===== src/rtl/hdr_pack.sv =====
// hdr_pack: packs eight consecutive 16-bit HDR pixels into one 128-bit word
// for the frame store, counts words per frame and resynchronises on pix_sof.
// Optional macro HDR_PACK_ERR_EN enables the short_frame pulse and the
// saturating drop_cnt; without it both outputs are tied to zero.
module hdr_pack #(
  parameter int PIX_W           = 16,
  parameter int WORDS_PER_FRAME = 38400
) (
  input  logic                 clk_25M,
  input  logic                 rst,
  input  logic [PIX_W-1:0]     pix_data,
  input  logic                 pix_valid,
  input  logic                 pix_sof,
  output logic [8*PIX_W-1:0]   hdr_data,
  output logic                 hdr_data_valid,
  output logic                 frame_done,
  output logic                 short_frame,
  output logic [15:0]          drop_cnt
);

  localparam int          LANES = 8;
  localparam logic [15:0] WPF   = 16'(WORDS_PER_FRAME);

  typedef enum logic {IDLE, PACK} state_t;

  state_t                 state_reg, state_next;
  logic [2:0]             lane_reg, lane_next;
  logic [15:0]            word_reg, word_next;
  logic [LANES-2:0]       lane_we;
  logic [PIX_W-1:0]       asm_reg [LANES-1];
  logic [8*PIX_W-1:0]     asm_word;
  logic [8*PIX_W-1:0]     hdr_data_reg, hdr_data_next;
  logic                   valid_reg, valid_next;
  logic                   done_reg, done_next;

  // Full word as it will look once lane 7 arrives: lanes 0..6 from the
  // assembly registers, lane 7 straight from the incoming pixel.
  generate
    for (genvar gi = 0; gi < LANES - 1; gi++) begin : g_lane
      assign asm_word[gi*PIX_W +: PIX_W] = asm_reg[gi];
    end
  endgenerate
  assign asm_word[(LANES-1)*PIX_W +: PIX_W] = pix_data;

  // Next-state, counter and output decode; a sof pixel always restarts lane 0.
  always_comb begin
    state_next    = state_reg;
    lane_next     = lane_reg;
    word_next     = word_reg;
    lane_we       = '0;
    hdr_data_next = hdr_data_reg;
    valid_next    = 1'b0;
    done_next     = 1'b0;
    if (pix_valid) begin
      if (pix_sof) begin
        lane_we[0] = 1'b1;
        lane_next  = 3'd1;
        word_next  = '0;
        state_next = PACK;
      end else if (state_reg == PACK) begin
        lane_next = lane_reg + 3'd1;
        if (lane_reg == 3'd7) begin
          hdr_data_next = asm_word;
          valid_next    = 1'b1;
          if (word_reg + 16'd1 == WPF) begin
            done_next  = 1'b1;
            word_next  = '0;
            state_next = IDLE;
          end else begin
            word_next = word_reg + 16'd1;
          end
        end else begin
          lane_we[lane_reg] = 1'b1;
        end
      end
    end
  end

  // State, counters and registered outputs.
  always_ff @(posedge clk_25M) begin
    if (rst) begin
      state_reg    <= IDLE;
      lane_reg     <= '0;
      word_reg     <= '0;
      hdr_data_reg <= '0;
      valid_reg    <= 1'b0;
      done_reg     <= 1'b0;
    end else begin
      state_reg    <= state_next;
      lane_reg     <= lane_next;
      word_reg     <= word_next;
      hdr_data_reg <= hdr_data_next;
      valid_reg    <= valid_next;
      done_reg     <= done_next;
    end
  end

  // Assembly registers for lanes 0..6, written one lane per accepted pixel.
  always_ff @(posedge clk_25M) begin
    for (int i = 0; i < LANES - 1; i++) begin
      if (rst) begin
        asm_reg[i] <= '0;
      end else if (lane_we[i]) begin
        asm_reg[i] <= pix_data;
      end
    end
  end

  assign hdr_data       = hdr_data_reg;
  assign hdr_data_valid = valid_reg;
  assign frame_done     = done_reg;

`ifdef HDR_PACK_ERR_EN
  logic        short_reg;
  logic [15:0] drop_reg;
  logic        drop_evt;
  logic        short_evt;

  assign drop_evt  = (state_reg == IDLE) && pix_valid && !pix_sof;
  assign short_evt = (state_reg == PACK) && pix_valid && pix_sof;

  // Error reporting: abort pulse and saturating count of pre-sof pixels.
  always_ff @(posedge clk_25M) begin
    if (rst) begin
      short_reg <= 1'b0;
      drop_reg  <= '0;
    end else begin
      short_reg <= short_evt;
      if (drop_evt && drop_reg != 16'hFFFF) begin
        drop_reg <= drop_reg + 16'd1;
      end
    end
  end

  assign short_frame = short_reg;
  assign drop_cnt    = drop_reg;
`else
  assign short_frame = 1'b0;
  assign drop_cnt    = 16'h0;
`endif

endmodule


===== config.mk =====
export PLATFORM = sky130hd
export DESIGN_NAME = hdr_pack
export DESIGN_NICKNAME = d
export VERILOG_FILES = /design/src/rtl/hdr_pack.sv
export SDC_FILE = /design/constraint.sdc
export NUM_CORES = 1
export LEC_CHECK = 0
export BUFFER_PORTS_ARGS = -buffer_cell sky130_fd_sc_hd__buf_4
export CORE_UTILIZATION = 56
export DETAILED_ROUTE_END_ITERATION = 8
export PLACE_DENSITY = 0.89
export SYNTH_ARGS = -nofsm -noshare
export SYNTH_HDL_FRONTEND = slang
export SYNTH_SLANG_ARGS = --single-unit

===== constraint.sdc =====
create_clock -name clk_25M -period 3.25 [get_ports clk_25M]
set_clock_uncertainty 0.15 [all_clocks]
set_input_delay 0.1625 -clock clk_25M [delete_from_list [all_inputs] [get_ports clk_25M]]
set_output_delay 0.1625 -clock clk_25M [all_outputs]
set_load 0.02 [all_outputs]

==> out/results.txt, run 1 <==
H-tree depth - 1
Final net count - 1156
Worst skew pair latency - 0.50 ns
Placer Congestion - 0.865
CP cell instances - ha_1 -> nand2_1 -> nor2_1 -> nand3_1 -> xor2_1 -> nand4_1 -> o21ai_1 -> a21oi_1 -> dlygate4sd3_1
Most frequent cells in the layout - nand2_1 (273), buf_4 (162), dfxtp_1 (150), a21oi_1 (144), and2_1 (113)
Clk sinks - 262
Routed Antenna Nets - 0
CP peak stage delay - 0.59 ns
Synth-to-layout area growth - 22.2%
I/O Pins - 167
Fin crit period - 2.80 ns
Clock root buffer - clkbuf_16
Synthesized flop and latch total - 262
Sequential fraction of the synthesis area - 63.9%
Post-Syn Instances - 978
Layout cell share with drive strength beyond 1 - 18.7%
Starting Density - 57.4%
Initial antenna violation count - 1
Synth warnings - 0
Synth Flop Type - dfxtp_1
Total die area - 18300 sq um
Largest register FFs - 128
Data arrival, critical path - 3.03 ns
Drt via density - 5.45
Leakage - 4.63 nW
DRT Pass-1 Iters - 5
Peak supply drop - 0.000337 V
Total CTS buffers - 25
Post-Syn Area per Cell - 10.2 sq um
Vias - 7500
Netlist cell types - 51
Dpl hpwl - 14900 um
Slowest cell on the critical path - dlygate4sd3_1
Status - finished clean
Final hold violation count - 0
Setup Viol. Count Final - 0
DRT Wirelength - 23900 um
Fmax - 358 MHz
Cell Count, Final, Fillers Out - 1377
Row cnt - 48
FFs w/ async S/R, synth - 0%
Maximum fanout along the worst path - 7
Mapped cell area - 9960 sq um
Clk buf depth - 3
Max-cap violation count - 0
Die H - 135 um
Ratio of final minimum period to clock period - 86.0%
Vias in the first global route - 7003
PD cells - 523 nW/um^2
EDFF count, synth - 112
First-pass GRT wire length - 36400 um
HP Class - flip-flop to flip-flop
Slew @ Worst Pin - 0.816 ns
Setup TNS - 0 ns
First-iteration detailed-routing DRC count - 598
RSZ-0062 raised after global routing - false
Worst setup EP type - flip-flop
Setup CP Type - flip-flop to flip-flop
Clock transition at the registers of the reported paths - 0.06 ns
Drc violations - 0
Grt total ovfl - 0
Dpl cells - 1310
Std-Cell Core Area - 17400 sq um
Total global-route track usage - 25.9%
Slew margin rel. - 45.6%
Drt wl/cell - 17.3 um
Filler cells - 1251
Slew Limit Fails - 0
Die Width - 135 um
Largest net degree at the start of global routing - 110
CTS tree - yes
Worst path required time - 3.49 ns
# port buffers - 149
Most common cell after layout, fill and taps aside - nand2_1
Startpoint Class - flip-flop
[metal layers]
metal | global-route usage, % | wire length (um) | vias up
li1 | - | - | 3575
met1 | 32.7 | 9550 | 3570
met2 | 43.5 | 11700 | 290
met3 | 3.67 | 1530 | 65
met4 | 13.0 | 1140 | 0
met5 | 0 | 0 | -
[timing repair]
item / 4_1_cts / 5_1_grt
hold buffers: 21 / 0
hold endpoints to repair: 132 / 0
resized for setup: 0 / 0
buffers inserted: 0 / 0
[worst max-delay path, delay by kind of cell (launching register included)]
family                     cells  cell delay, ns
xor gates and xnor gates       1            0.30
and+or+nand+nor                4            0.68
AOI/OAI and AO/OA              2            0.25
adders and majority gates      1            0.27
DFF                            1            0.45
buffers and inverters          1            0.59
[cell usage after synthesis (all sizes together) (2+ instances only)]
library cell    n  area (sq um)
nand3           9          50.1
o311ai          2          17.5
nand4b          2          17.5
xnor2           4          42.6
and2          114           713
nand2         274          1030
xor2            2          17.5
inv             2          7.51
dfxtp         150          3000
o21ai          17          85.1
nor3            8          60.1
and3            2          17.5
nand4          11          90.1
nand2b          4          25.0
nor2           17          73.8
a22oi           3          27.5
and4            2          20.0
nand3b          3          22.5
a32o            2          21.3
or3             3          18.8
a21oi         144           721
ha              3          37.5
buf            35           218
or4             2          15.0
clkbuf         38           143
edfxtp        112          3360
a211oi          4          30.0
[final cells by class]
class / count / area [sq um] / area share, %
flip-flops and latches: 262 / 6370 / 52.3
multi-input cells: 657 / 3300 / 27.1
repair buffers: 185 / 1470 / 12.1
clock buffers: 43 / 733 / 6.03
well taps: 225 / 282 / 2.31
clock inverters: 2 / 10.0 / 0.0823
inverters: 2 / 7.51 / 0.0617
diodes: 1 / 2.50 / 0.0206
[final timing paths]
path              slack, ns            end          start  cells past startpoint
hold reg to reg        0.30  hdr_data[104]  hdr_data[104]                      2
setup reg to reg       0.45      state_reg    word_reg[0]                      9
hold / removal         0.30  hdr_data[104]  hdr_data[104]                      2
setup / recovery       0.45      state_reg    word_reg[0]                      9
[power by group]
part           switching (mW)  total, mW  internal, mW  leakage [nW]
sequential             0.0193       3.50          3.48          2.37
combinational           0.147      0.197        0.0506          1.89
clock                    1.15       2.67          1.52         0.361
total                    1.32       6.37          5.06          4.63
[metrics by stage]
| step | utilization, % | hold slack, ns | area [sq um] | power, mW | setup WS (ns) |
|---|---|---|---|---|---|
| after floorplan | - | 0.149 | 10000 | 3.67 | 0.322 |
| after global placement | 64.6 | 0.293 | 11200 | 3.74 | 0.856 |
| after detailed placement | 64.6 | 0.297 | 11200 | 3.75 | 0.765 |
| after CTS | 70.1 | 0.305 | 12200 | 6.39 | 0.488 |
| after global routing | 70.1 | 0.323 | 12200 | 6.53 | 0.258 |
| final | 70.1 | 0.304 | 12200 | 6.37 | 0.454 |
[cell families after synthesis]
kind of cell | after synthesis | synth area share, %
xor gates and xnor gates | 6 | 0.603
adders and majority gates | 3 | 0.377
other | 1 | 0.0377
DFF | 262 | 63.9
AOI/OAI and AO/OA | 177 | 9.42
and+or+nand+nor | 454 | 21.9
buffers and inverters | 75 | 3.69
Power figures use the tool's default switching activity.
==> inputs of run 2 (changes only) <==
--- a/config.mk
+++ b/config.mk
@@ -6,9 +6,9 @@
 export NUM_CORES = 1
 export LEC_CHECK = 0
 export BUFFER_PORTS_ARGS = -buffer_cell sky130_fd_sc_hd__buf_4
-export CORE_UTILIZATION = 56
+export CORE_UTILIZATION = 57
 export DETAILED_ROUTE_END_ITERATION = 8
-export PLACE_DENSITY = 0.89
+export PLACE_DENSITY = 0.91
 export SYNTH_ARGS = -nofsm -noshare
 export SYNTH_HDL_FRONTEND = slang
 export SYNTH_SLANG_ARGS = --single-unit
==> constraint.sdc (replaced) <==
create_clock -name clk_25M -period 3.3 [get_ports clk_25M]
set_clock_uncertainty 0.15 [all_clocks]
set_input_delay 0.165 -clock clk_25M [delete_from_list [all_inputs] [get_ports clk_25M]]
set_output_delay 0.165 -clock clk_25M [all_outputs]
set_load 0.02 [all_outputs]
==> run 2 against run 1 <==
- maximum frequency shrank 3.6%
- die area shrank 1.7%
- via count up 1.9%
- sequential share of layout area decreased by 0.47 points
- largest cell class unchanged
==> out/results.txt, run 2 (synthesis gave the netlist of run 1 again) <==
Status - finished clean
Internal power - 5.14 mW
Layout cell share with drive strength beyond 1 - 19.7%
Final hold violation count - 0
Startpoint Class - flip-flop
DRT Wirelength - 24800 um
First-pass GRT wire length - 37800 um
Reg-to-reg endpoint - hdr_data[127]
CP top delay family - buffers and inverters
Worst R2R Path Depth - 7
Synth-to-layout area growth - 23.3%
Total die area - 18000 sq um
Hold Path End - hdr_data[115]
PD cells - 531 nW/um^2
Total CTS buffers - 26
CTS tree - yes
# port buffers - 149
Post-CTS sizing - 0
Clock transition at the registers of the reported paths - 0.06 ns
Logic gate share of total power - 2.9%
Clock root buffer - clkbuf_16
Die H - 134 um
Std-Cell Core Area - 16800 sq um
Data arrival, critical path - 3.22 ns
Reg2Reg Setup Slack - 0.40 ns
Total global-route track usage - 27.2%
Maximum fanout along the worst path - 57
Final net count - 1159
Dpl hpwl - 15300 um
I/O Pins - 167
Most repeated library cell on the critical path - ha_1
Leakage - 4.69 nW
Slew @ Worst Pin - 0.872 ns
Max-cap violation count - 0
Setup TNS - 0 ns
Most common cell after layout, fill and taps aside - nand2_1
Placer Congestion - 0.875
Fmax - 345 MHz
HP Class - flip-flop to flip-flop
RSZ-0062 raised after global routing - false
Vias - 7645
WL met1 - 9400 um
Peak supply drop - 0.000474 V
First-iteration detailed-routing DRC count - 905
Met2 routed WL - 12500 um
Setup Viol. Count Final - 0
Slew margin rel. - 41.8%
Met3 layer wire length in the routed design - 1900 um
Power share of the clock group - 44.1%
Max layer used - met4
Drt wl/cell - 18.0 um
DRT Pass-1 Iters - 7
Setup CP Type - flip-flop to flip-flop
CP peak stage delay - 0.57 ns
Clk sinks - 262
Drc violations - 0
Row cnt - 47
Hold path depth - 2
H-tree depth - 1
Sw Pwr - 1.38 mW
Worst skew pair latency - 0.53 ns
Drt via density - 5.55
FF-to-FF Start - lane_reg[1]
Slowest cell on the critical path - dlygate4sd3_1
Fin crit period - 2.90 ns
Hold wc startpoint - hdr_data[115]
Clk buf depth - 3
Vias in the first global route - 7159
CP cell instances - ha_1 -> ha_1 -> and2_4 -> buf_12 -> nand2_1 -> a21oi_1 -> dlygate4sd3_1
Die Width - 134 um
Grt total ovfl - 0
Worst hold slack - 0.305 ns
Worst setup EP type - flip-flop
Largest register FFs - 128
Sum of buffers and inverters on the critical path - 2
Net Sw Frac - 21.2%
Slew Limit Fails - 0
Routed Antenna Nets - 0
Ratio of final minimum period to clock period - 87.9%
Initial antenna violation count - 3
Starting Density - 59.2%
Sequential fraction of design power - 53.0%
Worst path required time - 3.62 ns
Largest net degree at the start of global routing - 85
Most frequent cells in the layout - nand2_1 (273), buf_4 (164), dfxtp_1 (150), a21oi_1 (144), and2_1 (113)
run 2: cell count changes in the layout (fill, tap and decap cells not counted), sizes merged:
cell and change:
buf +1, clkbuf -4, clkinvlp +2, clkinv +5, dlygate4sd3 +1
run 2: cell type report:
| class | count | area, sq um |
|---|---|---|
| repair buffers | 187 | 1470 |
| multi-input cells | 657 | 3310 |
| clock buffers | 39 | 791 |
| diodes | 1 | 2.50 |
| inverters | 2 | 7.51 |
| flip-flops and latches | 262 | 6370 |
| fillers | 1071 | 4540 |
| well taps | 220 | 275 |
| clock inverters | 9 | 60.1 |
run 2: worst max path at each step:
stage	from	endpoint	slack, ns	depth (start not counted)
3_3_place_gp	lane_reg[1]	asm_reg[5][13]	0.91	4
3_5_place_dp	lane_reg[1]	asm_reg[0][14]	0.82	8
6_report	lane_reg[1]	hdr_data[127]	0.40	7
4_1_cts	lane_reg[1]	hdr_data[127]	0.45	7
5_1_grt	lane_reg[1]	hdr_data[127]	0.28	7
2_1_floorplan	lane_reg[1]	asm_reg[1][0]	0.37	4
run 2: what timing repair did:
item / in CTS / in global routing
buffers inserted: 0 / 0
hold endpoints to repair: 157 / 0
hold buffers: 22 / 0
run 2: power by group through the flow:
stage	combinational (mW)	clock, mW	sequential (mW)
detailed placement	0.166	0	3.52
floorplan	0.0983	0	3.51
finish	0.191	2.87	3.45
global placement	0.163	0	3.52
CTS	0.189	2.89	3.45
global route	0.201	3.02	3.46
run 2: metrics by stage:
stage                     utilization (%)  setup slack (ns)  instance area, sq um  total power, mW  cells
after global routing                 73.0             0.277                 12300             6.68   1376
final                                73.0             0.400                 12300             6.52   1377
after detailed placement             66.6             0.820                 11200             3.69   1306
after CTS                            73.0             0.448                 12300             6.53   1376
after floorplan                         -             0.372                 10000             3.61    994
after global placement               66.6             0.911                 11200             3.68   1306
run 2: routing by layer:
metal / vias up / track usage [%]
met1: 3647 / 33.1
met5: - / 0
met2: 347 / 46.3
met3: 69 / 6.12
li1: 3582 / -
met4: 0 / 12.4
run 2: worst register-to-register path: stages (launching register included):
cell	delay [ns]
dfxtp_1	0.49
ha_1	0.22
ha_1	0.29
and2_4	0.56
buf_12	0.35
nand2_1	0.11
a21oi_1	0.12
dlygate4sd3_1	0.57
==> inputs of run 3 (changes only) <==
--- a/config.mk
+++ b/config.mk
@@ -6,9 +6,9 @@
 export NUM_CORES = 1
 export LEC_CHECK = 0
 export BUFFER_PORTS_ARGS = -buffer_cell sky130_fd_sc_hd__buf_4
-export CORE_UTILIZATION = 57
+export CORE_UTILIZATION = 56
 export DETAILED_ROUTE_END_ITERATION = 8
-export PLACE_DENSITY = 0.91
+export PLACE_DENSITY = 0.89
 export SYNTH_ARGS = -nofsm -noshare
 export SYNTH_HDL_FRONTEND = slang
 export SYNTH_SLANG_ARGS = --single-unit
==> constraint.sdc (replaced) <==
create_clock -name clk_25M -period 3 [get_ports clk_25M]
set_clock_uncertainty 0.15 [all_clocks]
set_input_delay 0.15 -clock clk_25M [delete_from_list [all_inputs] [get_ports clk_25M]]
set_output_delay 0.15 -clock clk_25M [all_outputs]
set_load 0.02 [all_outputs]
==> run 3 against run 2 <==
- first-iteration DRC count fell by 33%
- core utilization decreased by 2.4 points
- clock power rose by 3%
- final area is 0.13% lower
- combinational power up 13%
- cell count up 0.36%
- flip-flop and latch count unchanged
- largest power group unchanged
- highest routed layer unchanged
==> out/results.txt, run 3 (synthesis gave the netlist of run 1 again) <==
Status - finished clean
Clock transition at the registers of the reported paths - 0.06 ns
Vias - 7585
Most frequent cells in the layout - nand2_1 (273), buf_4 (165), dfxtp_1 (149), a21oi_1 (144), and2_1 (113)
Layout cell share with drive strength beyond 1 - 19.4%
H-tree depth - 1
Clk sinks - 262
RSZ-0062 raised after global routing - false
Hold Path End - hdr_data[96]
Worst setup EP type - flip-flop
Setup TNS - 0 ns
Worst setup margin - 0.207 ns
First-iteration detailed-routing DRC count - 609
Slew Limit Fails - 0
HP Class - flip-flop to flip-flop
Worst R2R Path Depth - 8
Drt via density - 5.49
Total global-route track usage - 25.9%
Grt total ovfl - 0
Drc violations - 0
Cell Count, Final, Fillers Out - 1382
Clock root buffer - clkbuf_16
Most common cell after layout, fill and taps aside - nand2_1
Final net count - 1162
Final hold violation count - 0
Total die area - 18300 sq um
Largest net degree at the start of global routing - 87
Dpl cells - 1314
Setup bufs post-CTS - 0
CTS tree - yes
Fin crit period - 2.79 ns
I/O Pins - 167
Power Total - 6.97 mW
Largest register FFs - 128
Die Width - 135 um
DRT Pass-1 Iters - 7
Slew margin rel. - 23.0%
Total CTS buffers - 25
FF-to-FF Start - word_reg[3]
Vias in the first global route - 7108
Setup CP Type - flip-flop to flip-flop
Slew @ Worst Pin - 1.15 ns
Hold path depth - 2
Synth-to-layout area growth - 23.2%
Setup Viol. Count Final - 0
Reg2Reg Setup Slack - 0.21 ns
# port buffers - 149
DRT Wirelength - 24300 um
Fin util - 70.7%
Worst path required time - 3.26 ns
DP Worst Slack - 0.352 ns
Fmax - 358 MHz
Ant diodes - 0
First-pass GRT wire length - 36500 um
Dpl hpwl - 15200 um
Data arrival, critical path - 3.05 ns
PD cells - 568 nW/um^2
Starting Density - 57.4%
Placer Congestion - 0.908
Hold wc startpoint - hdr_data[96]
Die H - 135 um
Clk buf depth - 3
Worst skew pair latency - 0.53 ns
Routed Antenna Nets - 0
Initial antenna violation count - 1
Drt wl/cell - 17.6 um
Peak supply drop - 0.000451 V
Reg-to-reg endpoint - state_reg
Row cnt - 48
Std-Cell Core Area - 17400 sq um
Leakage - 4.67 nW
Maximum fanout along the worst path - 10
Startpoint Class - flip-flop
Ratio of final minimum period to clock period - 93.1%
Max-cap violation count - 0
==> run 3: cell types whose count changed in the layout (fill, tap and decap cells not counted), moves of 2 or more <==
cell | previous run | this run
buf_12 | 1 | 3
clkinv_2 | 5 | 1
clkbuf_1 | 5 | 10
clkbuf_16 | 27 | 25
inv_6 | 0 | 2
clkinvlp_4 | 2 | 0
clkinv_1 | 1 | 3
clkbuf_8 | 7 | 3
==> run 3: cell type report <==
cell class              instances  area [sq um]
flip-flops and latches        262          6370
well taps                     225           282
fillers                      1235          5090
clock buffers                  38           704
multi-input cells             658          3320
inverters                       2          7.51
clock inverters                 7          63.8
repair buffers                190          1520
==> run 3: stage by stage <==
stage               hold slack [ns]  cell area (sq um)
floorplan                     0.136              10000
global placement              0.288              11300
detailed placement            0.297              11300
CTS                           0.307              12200
global route                  0.323              12300
finish                        0.303              12300
==> run 3: how the worst max path moves through the flow <==
| stage | endpoint | depth (start not counted) | from |
|---|---|---|---|
| 2_1_floorplan | asm_reg[1][0] | 4 | lane_reg[1] |
| 3_3_place_gp | asm_reg[1][8] | 5 | lane_reg[1] |
| 3_5_place_dp | asm_reg[1][1] | 5 | lane_reg[1] |
| 4_1_cts | hdr_data[127] | 7 | lane_reg[1] |
| 5_1_grt | state_reg | 9 | word_reg[1] |
| 6_report | state_reg | 8 | word_reg[3] |
==> run 3: power breakdown <==
group | internal (mW) | switching (mW) | leakage [nW]
Clock | 1.70 | 1.26 | 0.373
Sequential | 3.77 | 0.0201 | 2.37
Combinational | 0.0556 | 0.160 | 1.92
Total | 5.53 | 1.44 | 4.67
==> run 3: routing by layer <==
metal	vias to the layer above	track usage, %	wire length [um]
li1	3594	-	-
met1	3610	32.0	9360
met2	317	44.7	12200
met3	64	3.59	1750
met4	0	12.6	1070
met5	-	0	0
==> run 3: worst max-delay path, cell delays in order (launching register included) <==
cell and delay, ns:
dfxtp_1 0.56, nand4_4 0.22, nor2_4 0.25, nand4_1 0.20, xnor2_2 0.25, nand4_1 0.18, o21ai_1 0.19, a21oi_1 0.09
dlygate4sd3_1 0.60
==> run 3: repair_timing <==
item                                   CTS  global route
hold buffers                            22             0
resized for setup                        0             3
setup endpoints to repair                0             2
endpoints found under the hold margin  168             0
